<file path="config.mk">
export PLATFORM = sky130hd
export DESIGN_NAME = fifo_wr_arbiter_flat
export DESIGN_NICKNAME = d
export VERILOG_FILES = /design/src/rtl/fifo_wr_arbiter_if.sv /design/src/rtl/fifo_wr_arbiter.sv /design/src/flat_wrapper.sv
export SDC_FILE = /design/constraint.sdc
export NUM_CORES = 1
export LEC_CHECK = 0
export ABC_CLOCK_PERIOD_IN_PS = 5170
export CAP_MARGIN = 20
export CORE_ASPECT_RATIO = 1.4
export CORE_MARGIN = 8
export CORE_UTILIZATION = 42
export CTS_BUF_LIST = sky130_fd_sc_hd__clkbuf_16
export CTS_CLUSTER_DIAMETER = 120
export DETAILED_ROUTE_END_ITERATION = 10
export GPL_TIMING_DRIVEN = 0
export PLACE_DENSITY = 0.87
export SYNTH_ARGS = -nofsm -noshare
export SYNTH_HDL_FRONTEND = slang
export SYNTH_SLANG_ARGS = --single-unit
export TNS_END_PERCENT = 100
</file>
<file path="constraint.sdc">
create_clock -name wclk -period 5.17 [get_ports wclk]
set_input_delay 0.7755 -clock wclk [delete_from_list [all_inputs] [get_ports wclk]]
set_output_delay 0.7755 -clock wclk [all_outputs]
set_load 0.02 [all_outputs]
</file>
<file path="src/rtl/fifo_wr_arbiter_if.sv">
// Bundle between NUM_REQ producers, the round-robin write arbiter and the FIFO write port.
// Latency: none, this is wiring only.
// Backpressure: the FIFO full flag reaches producers only through req_ready, which the arbiter drives.
interface fifo_wr_arbiter_if #(
    parameter int NUM_REQ    = 4,
    parameter int DATA_WIDTH = 20,
    parameter int ID_W       = 2
);
    logic [NUM_REQ-1:0]            req_valid;
    logic [NUM_REQ-1:0]            req_last;
    logic [NUM_REQ*DATA_WIDTH-1:0] req_data;
    logic [NUM_REQ-1:0]            req_ready;
    logic                          full;
    logic                          w_en;
    logic [DATA_WIDTH-1:0]         data_in;
    logic [ID_W-1:0]               src_id;
    logic                          busy;

    // Producer/FIFO side: drives requests and full, observes grant and write strobes.
    modport master (
        output req_valid, req_last, req_data, full,
        input  req_ready, w_en, data_in, src_id, busy
    );

    // Arbiter side.
    modport slave (
        input  req_valid, req_last, req_data, full,
        output req_ready, w_en, data_in, src_id, busy
    );
endinterface

</file>
<file path="src/rtl/fifo_wr_arbiter.sv">
// Round-robin arbiter sharing one FIFO write port among NUM_REQ producers; grant held for bursts of up to MAX_BURST beats.
// Latency: first beat is written one cycle after valid is seen in IDLE; one IDLE bubble between consecutive grants.
// Backpressure: FIFO full gates req_ready/w_en of the granted producer and freezes grant, beat count and state.
// Optional per-producer beat statistics are compiled in with ARB_STATS_EN.
module fifo_wr_arbiter #(
    parameter int NUM_REQ    = 4,
    parameter int DATA_WIDTH = 20,
    parameter int MAX_BURST  = 4,
    parameter int ID_W       = 2,
    parameter int CNT_W      = 4
) (
    input  logic                wclk,
    input  logic                wrst_n,
    fifo_wr_arbiter_if.slave    bus
`ifdef ARB_STATS_EN
    ,
    input  logic [ID_W-1:0]     stat_sel,
    output logic [15:0]         stat_cnt,
    output logic                stat_ovf
`endif
);

    localparam logic [0:0] S_IDLE  = 1'b0;
    localparam logic [0:0] S_BURST = 1'b1;

    logic [0:0]            state_q, state_d;
    logic [ID_W-1:0]       grant_q, grant_d;
    logic [ID_W-1:0]       last_grant_q, last_grant_d;
    logic [CNT_W-1:0]      beat_cnt_q, beat_cnt_d;
    logic [DATA_WIDTH-1:0] data_hold_q;

    logic [DATA_WIDTH-1:0] data_arr [NUM_REQ];
    logic [NUM_REQ-1:0]    ready_w;
    logic                  in_burst;
    logic                  cur_vld;
    logic                  cur_last;
    logic                  xfer;
    logic                  found;

    for (genvar gi = 0; gi < NUM_REQ; gi++) begin : g_unpack
        assign data_arr[gi] = bus.req_data[gi*DATA_WIDTH +: DATA_WIDTH];
    end

    assign in_burst = (state_q == S_BURST);
    assign cur_vld  = bus.req_valid[grant_q];
    assign cur_last = bus.req_last[grant_q];
    assign xfer     = in_burst & cur_vld & ~bus.full;

    // Only the granted producer sees ready, and only while the FIFO has room.
    always_comb begin
        ready_w = '0;
        if (in_burst) begin
            ready_w[grant_q] = ~bus.full;
        end
    end

    assign bus.req_ready = ready_w;
    assign bus.w_en      = xfer;
    // Outside a burst the last written word is presented; it is meaningless while w_en is low.
    assign bus.data_in   = in_burst ? data_arr[grant_q] : data_hold_q;
    assign bus.src_id    = grant_q;
    assign bus.busy      = in_burst;

    // Arbitration in IDLE, burst accounting and release conditions in BURST.
    always_comb begin
        state_d      = state_q;
        grant_d      = grant_q;
        last_grant_d = last_grant_q;
        beat_cnt_d   = beat_cnt_q;
        found        = 1'b0;
        case (state_q)
            S_IDLE: begin
                // Search starts just after the last served producer, so it ends up lowest priority.
                for (int k = 1; k <= NUM_REQ; k++) begin
                    if (!found && bus.req_valid[ID_W'((int'(last_grant_q) + k) % NUM_REQ)]) begin
                        found   = 1'b1;
                        grant_d = ID_W'((int'(last_grant_q) + k) % NUM_REQ);
                    end
                end
                if (found) begin
                    state_d    = S_BURST;
                    beat_cnt_d = '0;
                end
            end
            S_BURST: begin
                if (xfer) begin
                    beat_cnt_d = beat_cnt_q + 1'b1;
                    if (cur_last || (beat_cnt_q == CNT_W'(MAX_BURST - 1))) begin
                        state_d      = S_IDLE;
                        last_grant_d = grant_q;
                    end
                end else if (!cur_vld && !bus.full) begin
                    // Idle producer gives the port back so others are not locked out.
                    state_d      = S_IDLE;
                    last_grant_d = grant_q;
                end
            end
            default: state_d = S_IDLE;
        endcase
    end

    // State registers; the written word is kept for display outside bursts.
    always_ff @(posedge wclk or negedge wrst_n) begin
        if (!wrst_n) begin
            state_q      <= S_IDLE;
            grant_q      <= '0;
            last_grant_q <= ID_W'(NUM_REQ - 1);
            beat_cnt_q   <= '0;
            data_hold_q  <= '0;
        end else begin
            state_q      <= state_d;
            grant_q      <= grant_d;
            last_grant_q <= last_grant_d;
            beat_cnt_q   <= beat_cnt_d;
            if (xfer) begin
                data_hold_q <= data_arr[grant_q];
            end
        end
    end

`ifdef ARB_STATS_EN
    logic [15:0] stat_q [NUM_REQ];
    logic        ovf_q;

    // Saturating per-producer beat counters with a sticky saturation flag.
    always_ff @(posedge wclk or negedge wrst_n) begin
        if (!wrst_n) begin
            for (int i = 0; i < NUM_REQ; i++) begin
                stat_q[i] <= '0;
            end
            ovf_q <= 1'b0;
        end else begin
            for (int i = 0; i < NUM_REQ; i++) begin
                if (xfer && (grant_q == ID_W'(i)) && (stat_q[i] != 16'hFFFF)) begin
                    stat_q[i] <= stat_q[i] + 16'd1;
                    if (stat_q[i] == 16'hFFFE) begin
                        ovf_q <= 1'b1;
                    end
                end
            end
        end
    end

    assign stat_cnt = (int'(stat_sel) < NUM_REQ) ? stat_q[stat_sel] : 16'h0000;
    assign stat_ovf = ovf_q;
`endif

endmodule
</file>
<file path="src/flat_wrapper.sv">
// flat-port wrapper written by rule: the top's interface ports become plain ports
module fifo_wr_arbiter_flat 
#(
    parameter int NUM_REQ    = 4,
    parameter int DATA_WIDTH = 20,
    parameter int MAX_BURST  = 4,
    parameter int ID_W       = 2,
    parameter int CNT_W      = 4
)
  (wclk, wrst_n, bus_req_valid, bus_req_last, bus_req_data, bus_full, bus_req_ready, bus_w_en, bus_data_in, bus_src_id, bus_busy);
  fifo_wr_arbiter_if #(.NUM_REQ(NUM_REQ), .DATA_WIDTH(DATA_WIDTH), .ID_W(ID_W)) bus_i ();
  input  logic wclk;
  input  logic wrst_n;
  input wire logic [$bits(bus_i.req_valid)-1:0] bus_req_valid;
  input wire logic [$bits(bus_i.req_last)-1:0] bus_req_last;
  input wire logic [$bits(bus_i.req_data)-1:0] bus_req_data;
  input wire logic [$bits(bus_i.full)-1:0] bus_full;
  output wire logic [$bits(bus_i.req_ready)-1:0] bus_req_ready;
  output wire logic [$bits(bus_i.w_en)-1:0] bus_w_en;
  output wire logic [$bits(bus_i.data_in)-1:0] bus_data_in;
  output wire logic [$bits(bus_i.src_id)-1:0] bus_src_id;
  output wire logic [$bits(bus_i.busy)-1:0] bus_busy;
  assign bus_i.req_valid = bus_req_valid;
  assign bus_i.req_last = bus_req_last;
  assign bus_i.req_data = bus_req_data;
  assign bus_i.full = bus_full;
  assign bus_req_ready = bus_i.req_ready;
  assign bus_w_en = bus_i.w_en;
  assign bus_data_in = bus_i.data_in;
  assign bus_src_id = bus_i.src_id;
  assign bus_busy = bus_i.busy;
  fifo_wr_arbiter #(.NUM_REQ(NUM_REQ), .DATA_WIDTH(DATA_WIDTH), .MAX_BURST(MAX_BURST), .ID_W(ID_W), .CNT_W(CNT_W)) u_core (.wclk(wclk), .wrst_n(wrst_n), .bus(bus_i));
endmodule
</file>
# == After elaboration in Yosys (flattened, before gate mapping) ==
# Cells that the tools add are included.
# classes
n_addsub,5
multipliers,0
n_div,0
magnitude_cmp,7
eq_ne,4
shifts,0
mux,46
bitwise_logic,6
reduce_logical,16
# op_table
op,n
20-bit two-way mux,3
20-bit binary-select mux with 2-bit select,1
1-bit two-way mux,23
2-bit by 4-bit < comparator with 1-bit output (second input constant),4
2-bit two-way mux,7
1-bit binary-select mux with 2-bit select,6
4-bit two-way mux,3
4-bit one-hot mux with 2 select lines,1
1-bit logical AND,5
1-bit logical NOT,5
2-bit by 1-bit adder with 2-bit output (second input constant),2
2-bit adder (second input constant),2
4-bit by 1-bit adder with 4-bit output (second input constant),1
4-bit AND,1
4-bit by 2-bit equality test with 1-bit output (second input constant),1
2-bit by 1-bit inequality test with 1-bit output (second input constant),2
2-bit AND reduction,2
4-bit nonzero test,1
3-bit >= comparator (second input constant),1
2-bit by 3-bit < comparator with 1-bit output (second input constant),1
2-bit inverter with 3-bit output,1
3-bit AND reduction,1
1-bit AND,2
1-bit demux with 2-bit select,1
other kinds (6),7
# word_totals
ff_bits,29
latchBits,0
ram_bits,0
mem_bits_ro,0
in_bits,91
out_inout_bits,28
elab_cells,89
memories,0

# == Depth between registers and ports, before layout ==
# logic_depth
word_depth,20
mapped_depth,6
mapped_depth_nobuf,4

# == Least setup slack after synthesis ==
# OpenSTA, ideal clock, no wires.
# synth_timing
path_type,reg2out
from,"register u_core.grant_q[0], in the netlist u_core.bus.src_id[0]"
to,output bus_data_in[10]
arrival_ps,1753
t_required_ps,4394
path_slack_ps,2642
stages_incl_launch_ff,5
path_cell_list,dfrtp_1 -> buf_6 -> buf_2 -> mux4_2 -> mux2_2
# synth_between
elab_chain_len,5
# synth_lines
item,line_no,source
"start, declared",fifo_wr_arbiter.sv:27,"logic [ID_W-1:0] grant_q, grant_d;"
"start signal, assigned",fifo_wr_arbiter.sv:112,grant_q <= grant_d;
2-bit inverter with 3-bit output (not written as such),fifo_wr_arbiter.sv:60,assign bus.data_in = in_burst ? data_arr[grant_q] : data_hold_q;
20-bit binary-select mux with 2-bit select,fifo_wr_arbiter.sv:60,
20-bit two-way mux (not written as such) (2 in series),fifo_wr_arbiter.sv:60,
20-bit two-way mux,fifo_wr_arbiter.sv:60,
"end, declared",flat_wrapper.sv:20,output wire logic [$bits(bus_i.data_in)-1:0] bus_data_in;
# Every way passes these cells. The select of a mux whose other input is x is not followed.

# == Final worst setup path ==
# layout_timing
from,input bus_full
to,output bus_w_en
# layout_between
elab_chain_len,2
# layout_lines
item,line_no,source
"start, declared",flat_wrapper.sv:17,input wire logic [$bits(bus_i.full)-1:0] bus_full;
1-bit inverter,fifo_wr_arbiter.sv:47,assign xfer = in_burst & cur_vld & ~bus.full;
1-bit AND,fifo_wr_arbiter.sv:47,
"end, declared",flat_wrapper.sv:19,output wire logic [$bits(bus_i.w_en)-1:0] bus_w_en;
# Every way passes these cells.

==> run summary <==
outcome = completed
Post-Route Setup TNS = 0 ns
Synth top area share = 0.321
Max clock buf depth = 2
Global Route Usage Sum = 0.179
Power per Cell Area = 566 mW/mm²
Post-synth ARST share = 1.00
Worst Path Required = 4.39 ns
Via density = 5.36
fillers = 322
Synth Area in Compound Gates = 0.0619
CTS tree = yes
most used cell, CP = clkdlybuf4s50_1
PortBufs = 116
top-count cell post-synth = mux2_2
mux share of post-synthesis cell area = 0.463
max_cap viols = 0
Starting Density = 0.434
Tmin final = 3.57 ns
DIE WIDTH = 75.8 µm
R2R Setup Slk = 3.14 ns
CTS root buf = clkbuf_16
clock-pin slew on the worst setup and hold paths = 0.05 ns
hold_sp = u_core.beat_cnt_q[3]$_DFFE_PN0P_
n_diodes = 0
Die Y = 99.7 µm
First-pass DRT Iterations = 4
H-tree depth = 2
Synth Area in Adders = 0.00595
dpl hpwl = 5310 µm
Setup WS post-layout = 1.60 ns
Worst setup EP type = output port
slew margin rel. = 0.561
CP Cell Sequence = clkdlybuf4s50_1 > or3b_4 > o22ai_4 > buf_8 > clkdlybuf4s50_1
CTS buffer count = 5
crit-path max FO = 10
syn nets = 253
largest net degree at the start of global routing = 19
initial drt markers = 96
Post-synth EDFFs = 0
Final Hold Fails = 0
CP Class = in2out
# resized after CTS = 0
Max IR drop VDD = 0.000277 V
grt ovf = 0
Final Max Tran Viols = 0
CTS Hold Bufs = 0
layout cells sized above 1 = 0.287
Area Overhead vs Synth = 66.8%
final worst-path cycle share = 0.690
Vias = 1877
ranking of synthesized cells by area = dfrtp_1 (32%), mux2_2 (22%), mux4_2 (21%)
placed cells = 342
end-of-flow core utilization = 0.724
worst hold path type = reg2reg
post-route cell area = 0.00351 mm²
die area = 0.00756 mm²
cell area after placement = 0.00337 mm²
Total Wirelength = 6670 µm
Leak = 1.40 nW
post-route antenna net violation count = 0
hold_ws = 0.470 ns
Startpoint Class = input pin
core region area = 0.00484 mm²
largest family of logic cells by synthesized area = multiplexers
Synth cell types = 33
Post-Syn Area = 0.00210 mm²
Least-Margin Pin Slew = 0.657 ns
Setup Viol. Count Final = 0
Hold EP = u_core.beat_cnt_q[3]$_DFFE_PN0P_
Most used DFF post-synth = dfrtp_1
postcts setup bufs = 0
Rows = 30
R2R Path End = u_core.data_hold_q[15]$_DFFE_PN0P_
syn_area_per_cell = 13.1 µm²
reg2reg start = u_core.bus.src_id[0]$_DFFE_PN0P_
pre-CTS setup slack = 1.62 ns
Synth Area in XOR/XNOR = 0
Syn Inst Count = 161
initial antenna violation count = 0
IO Pins = 119
vias in the first global route = 2072
Final Skew = 0.00435 ns
Seq cells post-synth = 29
CP max-delay cell = clkdlybuf4s50_1
RSZ-0062 raised after global routing = false
Top delay family on crit path = buffers and inverters
Synth area leader = dfrtp_1
drt wl/cell = 19.1 µm
buffer and inverter count on the worst path = 3
later-pin clock latency in the skew report = 0.27 ns
Max Freq = 0.280 GHz
first-pass GRT wire length = 10300 µm
Reg2Reg Depth = 5
slowest stage delay, CP = 0.61 ns
Non-Filler Instances = 350
Worst Path Arrival = 2.79 ns
clock sinks = 29
Final Power = 1.99 mW
Placer Congestion = 0.828
most frequent cells after synthesis = mux2_2 (42), dfrtp_1 (27), mux4_2 (20)
depth of the worst hold-timing path = 1
YS warnings = 0
Simple-Gate Fraction of Synth Area = 0.0720
register area share after synthesis = 0.346
Final nets = 377
drt drc = 0
placed cells by master, fill, tap and decap left out, drive strengths merged, types with 5 or more instances in the layout:
master	instances
inv	10
dfrtp	27
nor2	8
mux2	42
clkbuf	8
buf	11
nand2	11
mux4	20
clkdlybuf4s50	116
mux2i	5
cell type report:
cell class / instances / area [µm²] / share of cell area
multi-input cells: 112 / 1270 / 0.361
repair buffers: 117 / 1190 / 0.339
flip-flops and latches: 29 / 728 / 0.208
clock buffers: 5 / 125 / 0.0357
plain buffers: 13 / 80.1 / 0.0228
well taps: 64 / 80.1 / 0.0228
inverters: 7 / 26.3 / 0.00749
clock inverters: 3 / 11.3 / 0.00321
state kept, by name (all words and copies together), names as in the netlist:
name / flops
u_core.bus.src_id: 2
u_core.beat_cnt_q: 4
u_core.last_grant_q: 2
u_core.data_hold_q: 20
u_core.bus.busy: 1
where the power goes:
part           total (mW)  internal (mW)  switching [mW]  leakage [nW]
combinational        1.31          0.721           0.585         0.979
sequential          0.412          0.345          0.0670         0.343
clock               0.267          0.172          0.0952        0.0776
worst max-delay path by stage:
stage / start / slack [ns] / to / cells past startpoint
finish: bus_full / 1.60 / bus_w_en / 5
global placement: bus_full / 1.60 / bus_w_en / 5
floorplan: u_core.bus.src_id[0]$_DFFE_PN0P_ / 2.64 / bus_data_in[10] / 4
CTS: bus_full / 1.59 / bus_w_en / 5
global route: bus_full / 1.57 / bus_w_en / 5
detailed placement: bus_full / 1.62 / bus_w_en / 5
routing by layer:
metal	routed length, µm	GRT usage
met5	0	0
met1	2390	0.180
met3	650	0.0564
met2	3470	0.323
met4	160	0.0654
kinds of logic after synthesis:
family,count (synthesis)
mux,67
simple gates,29
flops,29
buf+inv,20
compound gates,15
fa+ha+maj,1
Power figures use the tool's default switching activity.
